File: config.mk
export PLATFORM = sky130hd
export DESIGN_NAME = dg_arbiter
export DESIGN_NICKNAME = d
export VERILOG_FILES = /design/src/rtl/dg_arbiter.sv
export SDC_FILE = /design/constraint.sdc
export NUM_CORES = 1
export LEC_CHECK = 0
export CORE_MARGIN = 8
export CORE_UTILIZATION = 43
export CTS_CLUSTER_DIAMETER = 60
export DETAILED_ROUTE_END_ITERATION = 8
export PLACE_DENSITY = 0.79
export SYNTH_ARGS = -nofsm -noshare
export SYNTH_HDL_FRONTEND = slang
export SYNTH_SLANG_ARGS = --single-unit
File: constraint.sdc
create_clock -name clk -period 1.85 [get_ports clk]
set_input_delay 0.37 -clock clk [delete_from_list [all_inputs] [get_ports clk]]
set_output_delay 0.37 -clock clk [all_outputs]
set_load 0.05 [all_outputs]
File: src/rtl/dg_arbiter.sv
// DAG control-port arbiter: core has priority, DMA bursts fill the idle cycles.
// Define DG_ARB_STARVE_EN to build the starvation guard that forces DMA beats.
module dg_arbiter #(
    parameter int LEN_W      = 8,
    parameter int STARVE_W   = 3,
    parameter int STARVE_LIM = 4
) (
    input  logic             clk,
    input  logic             rst_n,
    input  logic             ps_req,
    input  logic             ps_dgsclt,
    input  logic             ps_mdfy,
    input  logic [2:0]       ps_iadd,
    input  logic [2:0]       ps_madd,
    output logic             ps_gnt,
    output logic             ps_stall,
    input  logic             dma_start,
    input  logic             dma_dgsclt,
    input  logic             dma_mdfy,
    input  logic [2:0]       dma_iadd,
    input  logic [2:0]       dma_madd,
    input  logic [LEN_W-1:0] dma_len,
    output logic             dma_busy,
    output logic             dma_gnt,
    output logic             dma_done,
    output logic             arb_dg_en,
    output logic             arb_dg_dgsclt,
    output logic             arb_dg_mdfy,
    output logic [2:0]       arb_dg_iadd,
    output logic [2:0]       arb_dg_madd
);
    typedef enum logic {ST_IDLE = 1'b0, ST_BURST = 1'b1} state_t;

    state_t           r_state, w_state_nxt;
    logic [LEN_W-1:0] r_beat_cnt;
    logic             r_dgsclt, r_mdfy, r_done;
    logic [2:0]       r_iadd, r_madd;
    logic             w_busy, w_ps_gnt, w_dma_gnt, w_accept, w_last;

    if (STARVE_LIM < 1 || STARVE_LIM >= (1 << STARVE_W)) begin : g_bad_lim
        $error("dg_arbiter: STARVE_LIM outside 1..2^STARVE_W-1");
    end

    assign w_busy = (r_state == ST_BURST);

`ifdef DG_ARB_STARVE_EN
    localparam logic [STARVE_W-1:0] LIM = STARVE_W'(STARVE_LIM);
    logic [STARVE_W-1:0] r_starve_cnt;

    // Core wins only while the pending burst has not been starved too long.
    assign w_ps_gnt = ps_req & (~w_busy | (r_starve_cnt < LIM));
    assign ps_stall = ps_req & ~w_ps_gnt;

    always_ff @(posedge clk or negedge rst_n) begin
        if (!rst_n)
            r_starve_cnt <= '0;
        else if (w_dma_gnt)
            r_starve_cnt <= '0;
        else if (w_busy && w_ps_gnt && r_starve_cnt < LIM)
            r_starve_cnt <= r_starve_cnt + 1'b1;
    end
`else
    assign w_ps_gnt = ps_req;
    assign ps_stall = 1'b0;
`endif

    assign w_dma_gnt = w_busy & ~w_ps_gnt;
    assign w_accept  = ~w_busy & dma_start;
    assign w_last    = w_dma_gnt & (r_beat_cnt == LEN_W'(1));

    always_comb begin
        w_state_nxt = r_state;
        case (r_state)
            ST_IDLE:  if (w_accept && dma_len != '0) w_state_nxt = ST_BURST;
            ST_BURST: if (w_last) w_state_nxt = ST_IDLE;
            default:  w_state_nxt = ST_IDLE;
        endcase
    end

    always_ff @(posedge clk or negedge rst_n) begin
        if (!rst_n)
            r_state <= ST_IDLE;
        else
            r_state <= w_state_nxt;
    end

    always_ff @(posedge clk or negedge rst_n) begin
        if (!rst_n) begin
            r_beat_cnt <= '0;
            r_dgsclt   <= 1'b0;
            r_mdfy     <= 1'b0;
            r_iadd     <= '0;
            r_madd     <= '0;
            r_done     <= 1'b0;
        end else begin
            if (w_accept && dma_len != '0) begin
                r_beat_cnt <= dma_len;
                r_dgsclt   <= dma_dgsclt;
                r_mdfy     <= dma_mdfy;
                r_iadd     <= dma_iadd;
                r_madd     <= dma_madd;
            end else if (w_dma_gnt) begin
                r_beat_cnt <= r_beat_cnt - 1'b1;
            end
            // Zero-length bursts complete immediately without entering BURST.
            r_done <= (w_accept && dma_len == '0) || w_last;
        end
    end

    always_comb begin
        arb_dg_en     = 1'b0;
        arb_dg_dgsclt = 1'b0;
        arb_dg_mdfy   = 1'b0;
        arb_dg_iadd   = '0;
        arb_dg_madd   = '0;
        if (w_ps_gnt) begin
            arb_dg_en     = 1'b1;
            arb_dg_dgsclt = ps_dgsclt;
            arb_dg_mdfy   = ps_mdfy;
            arb_dg_iadd   = ps_iadd;
            arb_dg_madd   = ps_madd;
        end else if (w_dma_gnt) begin
            arb_dg_en     = 1'b1;
            arb_dg_dgsclt = r_dgsclt;
            arb_dg_mdfy   = r_mdfy;
            arb_dg_iadd   = r_iadd;
            arb_dg_madd   = r_madd;
        end
    end

    assign ps_gnt   = w_ps_gnt;
    assign dma_gnt  = w_dma_gnt;
    assign dma_busy = w_busy;
    assign dma_done = r_done;
endmodule

==> flow_summary.yaml, run 1 <==
yosys:
  syn_avg_cell_area_um2: 10.45
  synth_top_area_cell: "dfrtp_1"
  syn_nets: 132
  ys_seq_area_share_pct: 42.25
  synth_seq_cells: 18
  synth_ff_type: "dfrtp_1"
  netlist_area_um2: 1066
  ys_warn_count: 0
  synthTopCellsByCount: "dfrtp_1 (18), nand2_1 (12), o21ai_0 (10)"
  post_synth_num_cell_types: 35
  synth_top_area_share_pct: 42.25
  syn-instance-count: 102
  yosys-top-cells-area: "dfrtp_1 (42%), mux2_4 (7.0%), a22o_1 (4.9%), o21ai_0 (4.7%), nand2_1 (4.2%)"
  async_flop_share_pct: 100.0
  synth-edff-count: 0
  yosysMostFrequentCell: "dfrtp_1"
flow_run:
  cap_violations: 0
global_route:
  grt_max_degree: 19
  antenna_found_initial: 0
  track_usage_pct: 13.64
  grt_pass1_wl_mm: 4.602
  overflow: 0
  grt_pass1_vias: 1004
critical_path:
  cp_top_family: "flip-flops"
  cp_max_fo: 8
  critPathRequiredTime_ps: 1480
  cp_slowest_cell: "dfrtp_2"
  end_kind: "primary output"
  crit_buf_inv: 2
  cp.arrival_ps: 1360
  path_cells: "nand2b_4 > inv_4 > a22o_2 > buf_12"
  path_class: "flop to primary output"
  max_stage_delay_ps: 500
  cp-start-kind: "flop"
routing:
  drc: 0
  drt_pass1_iterations: 4
  vias: 923
  wl_per_cell_um: 16.42
  wirelength_mm: 2.890
  antenna_left: 0
  via_per_inst: 5.244
  drt_iter0_drc: 49
timing:
  finalSetupViolCount: 0
  layout_min_cycle_time_ps: 1726
  drv_slew: 0
  fin_setup_tns_ps: 0
  period_share_pct: 93.29
  max_freq_mhz: 579.4
  rsz0062_at_grt: "false"
  hold_viol_final: 0
  setup_slack_ps: 124.1
  clock-skew-final_ps: 1.305
clocking:
  post-cts-setup-buffer-count: 0
  h-tree-depth: 1
  cts-root-buf: "clkbuf_4"
  cts_buffers: 3
  cts.clk_slew.worst_paths_ps: 100
  cts.sinks: 18
  cts_hold_buf: 0
  clockBufferDepth: 2
  clkLatencyLatePin_ps: 290
  cts_tree: "built"
pwr:
  p_per_area_nw_per_um2: 1368
  switching_power_mw: 0.9611
  power_frac_comb_pct: 58.5
  internal-power_mw: 1.362
  peakVddDrop_mv: 0.8877
  netSwitchingFraction_pct: 41.38
  pwr-share-seq_pct: 32.8
  pwr-share-clk_pct: 8.7
  p_leak_nw: 0.7374
status:
  status: "complete, no violations"
floorplanning:
  io_pins: 42
  die_w_um: 65.79
  die-area_um2: 4328
  num_rows: 18
  start_util_pct: 44.24
  fp.coreArea_um2: 2410
  die_y_um: 65.79
hold_path:
  worstHoldPathType: "input pin to asynchronous set/reset pin"
final_layout:
  num_antenna_cells: 0
  final_cells: 176
  drive_above_1_share_pct: 32.19
  area_delta_synth_final_pct: 59.27
  postLayoutCellArea_um2: 1698
  nNetsFinal: 177
  final_util_pct: 70.46
placement:
  place.gp.congestion: 0.7870
  pre_cts_slack_ps: -98.33
  placed_cells: 172
  dpl_cell_area_um2: 1648
  place_hpwl_mm: 2.278
  port_buffers: 40
-- cell usage in the layout (no fill, tap or decap), drive strengths merged, types with 4 or more instances in the layout --
cell type	n
a21oi	4
a22o	6
buf	21
clkbuf	4
clkdlybuf4s50	26
dfrtp	18
inv	4
mux2	8
nand2	12
o21ai	10
-- cell families (layout without fill, tap and decap cells) --
family	after synthesis	in the layout	share of synthesized area (%)
buf+inv	12	56	6.337
compound gates	29	29	19.13
xor+xnor	1	1	0.8217
fa+ha+maj	2	2	2.347
flops	18	18	42.25
mux	8	8	10.21
other cells	1	1	0.3518
simple gates	31	31	18.54
-- power by group through the flow --
stage | clock network, mW | registers, mW | logic [mW]
2_1_floorplan | 0 | 0.739 | 0.826
3_3_place_gp | 0 | 0.744 | 1.32
3_5_place_dp | 0 | 0.754 | 1.35
4_1_cts | 0.211 | 0.749 | 1.35
5_1_grt | 0.224 | 0.780 | 1.45
6_report | 0.202 | 0.761 | 1.36
-- layout make-up --
class                      count  area [um^2]
clock buffer                   4        26.28
fill                         166        711.9
inverter                       4        17.52
multi-input combinational     72        593.1
sequential                    18        451.7
tap                           30        37.54
timing repair buffer          48        571.8
-- registers in the layout (all words and copies together), names as in the netlist --
signal	flops
dma_busy	1
dma_done	1
r_beat_cnt	8
r_dgsclt	1
r_iadd	3
r_madd	3
r_mdfy	1
-- final timing paths --
| kind | endpoint | slack (ps) | start | depth (start not counted) |
|---|---|---|---|---|
| worst max-delay path | arb_dg_iadd[1] | 120 | dma_busy$_DFF_PN0_ | 4 |
| worst min-delay path | r_beat_cnt[1]$_DFFE_PN0P_ | 410 | rst_n | 2 |
| max in group asynchronous | dma_busy$_DFF_PN0_ | 1230 | rst_n | 2 |
| worst min register to register | r_madd[1]$_DFFE_PN0P_ | 530 | r_madd[1]$_DFFE_PN0P_ | 1 |
| worst max register to register | r_madd[1]$_DFFE_PN0P_ | 310 | dma_busy$_DFF_PN0_ | 4 |
| min in group clk | r_madd[1]$_DFFE_PN0P_ | 530 | r_madd[1]$_DFFE_PN0P_ | 1 |
-- through the flow --
step                power (mW)  hold slack [ps]
finish                   2.323            408.4
global route             2.451            433.7
CTS                      2.311            403.8
detailed placement       2.104            498.8
global placement         2.060            491.2
floorplan                1.565            74.41
-- timing repair --
item                                    CTS  global route
gates resized for setup                   1             5
endpoints found under the setup margin    6             9
hold endpoints to repair                  0             0
-- metal layers --
layer	track usage (%)	vias up	part of all wire, %
li1	-	457	-
met1	14.69	438	40
met2	24.36	26	55
met3	4.915	2	5.1
met4	3.815	0	0.73
met5	0	-	0
No activity file was read; power rests on OpenSTA's default activity.
==> run 2: changes to the inputs <==
Settings changed: CORE_UTILIZATION 43 to 31, CTS_BUF_LIST set to sky130_fd_sc_hd__clkbuf_8, PLACE_DENSITY 0.79 to not set.
==> flow_summary.yaml, run 2 (synthesis gave the netlist of run 1 again) <==
global_route:
  overflow: 0
  track_usage_pct: 11.41
  grt_max_degree: 23
  grt_pass1_vias: 992
  grt_pass1_wl_mm: 4.816
  antenna_found_initial: 0
floorplanning:
  io_pins: 42
  die_y_um: 74.64
  die-area_um2: 5571
  start_util_pct: 32.20
  fp.coreArea_um2: 3311
  num_rows: 21
  die_w_um: 74.64
clocking:
  clockBufferDepth: 2
  h-tree-depth: 1
  cts_buffers: 3
  cts.clk_slew.worst_paths_ps: 70
  post_cts_resized: 4
  cts_hold_buf: 0
  cts_tree: "built"
  cts.sinks: 18
  post-cts-setup-buffer-count: 0
  clkLatencyLatePin_ps: 250
  cts-root-buf: "clkbuf_8"
critical_path:
  cp.arrival_ps: 1330
  end_kind: "primary output"
  path_class: "flop to primary output"
  rrSetupSlack_ps: 350
  reg2reg_from: "r_beat_cnt[3]$_DFFE_PN0P_"
  reg2reg_to: "r_beat_cnt[7]$_DFFE_PN0P_"
  rr_worst_depth: 4
  cp_max_fo: 8
  critPathRequiredTime_ps: 1480
  cp-start-kind: "flop"
placement:
  place_hpwl_mm: 2.303
  place.gp.congestion: 0.8262
  port_buffers: 40
timing:
  slew-limit-headroom_pct: 65.89
  drv_slew: 0
  hold_viol_final: 0
  layout_min_cycle_time_ps: 1701
  holdWs_ps: 438.8
  period_share_pct: 91.97
  finalSetupViolCount: 0
  rsz0062_at_grt: "false"
  max_freq_mhz: 587.7
  clock-skew-final_ps: 1.277
  tightest_slew_ps: 507.0
final_layout:
  seq_area_um2: 451.7
  final_common_cell: "clkdlybuf4s50_1"
  top_register: "r_beat_cnt"
  drive_above_1_share_pct: 32.19
  largest_register_ffs: 8
  nNetsFinal: 177
  num_antenna_cells: 0
  final_util_pct: 52.42
  area_delta_synth_final_pct: 62.79
  nFillCells: 320
  multiInputGateArea_um2: 585.6
  final_cell_mix: "clkdlybuf4s50_1 (26), dfrtp_1 (17), nand2_1 (12), buf_12 (12)"
  reg_top3: "r_beat_cnt x8, r_iadd x3, r_madd x3"
routing:
  wirelength_mm: 2.897
  antenna_left: 0
  drt_pass1_iterations: 4
  via_per_inst: 4.849
  drc: 0
  drt_iter0_drc: 78
  wl_per_cell_um: 15.09
  vias: 931
pwr:
  peakVddDrop_mv: 0.6898
  p_leak_nw: 0.7410
  p_per_area_nw_per_um2: 1376
status:
  status: "complete, no violations"
hold_path:
  worstHoldPathType: "input pin to asynchronous set/reset pin"
flow_run:
  cap_violations: 0
==> run 2: cell count changes in the layout (fill, tap and decap cells not counted), sizes merged <==
cell,previous run,this run
inv,4,5
dlymetal6s2s,1,0
clkbuf,4,3
dlygate4sd2,0,1
==> run 2: worst max-delay path by stage <==
stage / start / to / depth (start not counted)
6_report: dma_busy$_DFF_PN0_ / arb_dg_iadd[1] / 4
5_1_grt: dma_busy$_DFF_PN0_ / arb_dg_iadd[1] / 4
4_1_cts: dma_busy$_DFF_PN0_ / arb_dg_iadd[1] / 4
3_5_place_dp: ps_req / arb_dg_iadd[1] / 5
3_3_place_gp: ps_req / arb_dg_mdfy / 5
2_1_floorplan: dma_busy$_DFF_PN0_ / arb_dg_mdfy / 5
==> run 2: power breakdown <==
| part | leakage [nW] | internal, mW | total, mW | switching [mW] |
|---|---|---|---|---|
| combinational | 0.497 | 0.700 | 1.36 | 0.657 |
| clock | 0.0269 | 0.148 | 0.281 | 0.134 |
| sequential | 0.217 | 0.581 | 0.750 | 0.170 |
==> run 2: metal layers <==
layer	up-vias	routed length [um]	GRT usage, %
li1	455	-	-
met1	454	1239	14.04
met2	17	1492	18.39
met3	5	97	1.864
met4	0	68	6.522
met5	-	0	0
==> run 2: critical path: stages, from the launching register on <==
cell and delay, ps:
dfrtp_2 490, nand2b_4 100, inv_2 80, a22o_2 260, buf_12 150
==> run 2: cell type report <==
type / count / area share [%]
inverters: 4 / 0.8652
flip-flops and latches: 18 / 26.03
well taps: 46 / 3.317
clock buffers: 3 / 2.379
repair buffers: 48 / 33.45
clock inverters: 1 / 0.2163
multi-input cells: 72 / 33.74
==> run 2: stage by stage <==
stage                     worst slack [ps]  cell area, um^2  TNS [ps]  instances  total power, mW
after floorplan                      3.268             1100         0        102            1.565
after global placement              -97.16             1680    -740.0        188            2.082
after detailed placement            -101.4             1680     -1011        188            2.111
after CTS                            131.5             1735         0        192            2.416
after global routing                 70.88             1735         0        192            2.570
final                                148.5             1735         0        192            2.388
==> run 3: changes to the inputs <==
Settings changed: PLACE_DENSITY set to 0.69.
==> flow_summary.yaml, run 3 (synthesis gave the netlist of run 1 again) <==
placement:
  placed_cells: 191
  place_hpwl_mm: 2.629
  dpl_cell_area_um2: 1690
  place.gp.congestion: 0.8292
  port_buffers: 40
timing:
  period_share_pct: 90.93
  slew-limit-headroom_pct: 65.88
  layout_min_cycle_time_ps: 1682
  drv_slew: 0
  clock-skew-final_ps: 6.773
  finalSetupViolCount: 0
  tightest_slew_ps: 507.9
  rsz0062_at_grt: "false"
  hold_viol_final: 0
  max_freq_mhz: 594.5
floorplanning:
  fp.coreArea_um2: 3311
  num_rows: 21
  die_w_um: 74.64
  start_util_pct: 32.20
  io_pins: 42
  die-area_um2: 5571
  die_y_um: 74.64
pwr:
  p_leak_nw: 0.7615
  p_per_area_nw_per_um2: 1382
  peakVddDrop_mv: 0.5767
final_layout:
  largest_register_ffs: 8
  nFillCells: 304
  reg_top3: "r_beat_cnt x8, r_iadd x3, r_madd x3"
  nNetsFinal: 180
  final_cells: 195
  final_common_cell: "clkdlybuf4s50_1"
  postLayoutCellArea_um2: 1752
  drive_above_1_share_pct: 33.56
  top_register: "r_beat_cnt"
  final_cell_mix: "clkdlybuf4s50_1 (26), dfrtp_1 (17), nand2_1 (12), buf_4 (12), buf_12 (11)"
  area_delta_synth_final_pct: 64.32
  num_antenna_cells: 0
critical_path:
  cp.arrival_ps: 1310
  end_kind: "primary output"
  path_class: "flop to primary output"
  cp-start-kind: "flop"
  rrSetupSlack_ps: 310
  cp_max_fo: 8
  critPathRequiredTime_ps: 1480
  reg2reg_from: "dma_busy$_DFF_PN0_"
  cp-startpoint: "dma_busy$_DFF_PN0_"
routing:
  wl_per_cell_um: 16.50
  vias: 939
  drt_pass1_iterations: 4
  antenna_left: 0
  wirelength_mm: 3.218
  drt_iter0_drc: 32
  drc: 0
  via_per_inst: 4.815
hold_path:
  worstHoldPathType: "input pin to asynchronous set/reset pin"
clocking:
  h-tree-depth: 1
  cts-root-buf: "clkbuf_8"
  cts.sinks: 18
  clkLatencyLatePin_ps: 250
  cts_tree: "built"
  cts_buffers: 3
  clockBufferDepth: 2
  cts.clk_slew.worst_paths_ps: 70
global_route:
  overflow: 0
  grt_max_degree: 19
  grt_pass1_vias: 1094
  grt_pass1_wl_mm: 5.223
  antenna_found_initial: 0
  track_usage_pct: 12.06
flow_run:
  cap_violations: 0
status:
  status: "complete, no violations"
-- run 3: changes by cell type in the layout (fill, tap and decap cells not counted) --
cell,previous run,this run
buf_4,8,12
buf_12,12,11
dlygate4sd2_1,1,0
dlymetal6s2s_1,0,1
inv_2,1,0
inv_4,0,1
-- run 3: area by class of cell --
cell class	count	area [um^2]	share of cell area, %
Multi-Input combinational cell	72	585.6	33.43
Timing Repair Buffer	51	594.3	33.93
Clock inverter	1	3.754	0.2143
Clock buffer	3	41.29	2.357
Inverter	4	17.52	1.000
Tap cell	46	57.56	3.286
Sequential cell	18	451.7	25.79
-- run 3: path summary, 6_finish.rpt --
kind                                               to  cells after the start
worst max-delay path                   arb_dg_iadd[0]                      4
max in group asynchronous          dma_busy$_DFF_PN0_                      2
worst min-delay path               dma_busy$_DFF_PN0_                      2
worst max register to register  r_madd[1]$_DFFE_PN0P_                      4
min in group clk                r_madd[1]$_DFFE_PN0P_                      1
worst min register to register  r_madd[1]$_DFFE_PN0P_                      1
-- run 3: what timing repair did --
item                                   in CTS  in global routing
resized for setup                           2                  3
endpoints found under the hold margin       0                  0
hold buffers                                0                  0
setup endpoints to repair                   7                  6
setup buffers                               0                  0
-- run 3: critical path, cell delays in order (launching register included) --
cell      delay, ps
dfrtp_2         490
nand2b_4        110
inv_4            60
a22o_2          240
buf_12          150
-- run 3: through the flow --
| step | hold slack (ps) | util (%) | power [mW] | TNS, ps | worst slack (ps) |
|---|---|---|---|---|---|
| floorplan | 74.41 | - | 1.565 | 0 | 3.268 |
| global placement | 491.2 | 51.06 | 2.085 | -402.5 | -50.67 |
| detailed placement | 502.7 | 51.06 | 2.135 | -1227 | -91.19 |
| CTS | 451.2 | 52.65 | 2.434 | 0 | 1.507 |
| global route | 466.1 | 52.91 | 2.579 | 0 | 78.52 |
| finish | 440.1 | 52.91 | 2.421 | 0 | 167.8 |
-- run 3: report_power, final --
part / internal (mW) / switching [mW] / total (mW)
Combinational: 0.705 / 0.677 / 1.38
Clock: 0.147 / 0.130 / 0.277
Sequential: 0.581 / 0.182 / 0.763
-- run 3: routing by layer --
metal | up-vias | global-route usage, % | routed length [um]
li1 | 463 | - | -
met1 | 456 | 13.76 | 1260
met2 | 16 | 21.39 | 1816
met3 | 4 | 1.864 | 82
met4 | 0 | 5.652 | 58
met5 | - | 0 | 0
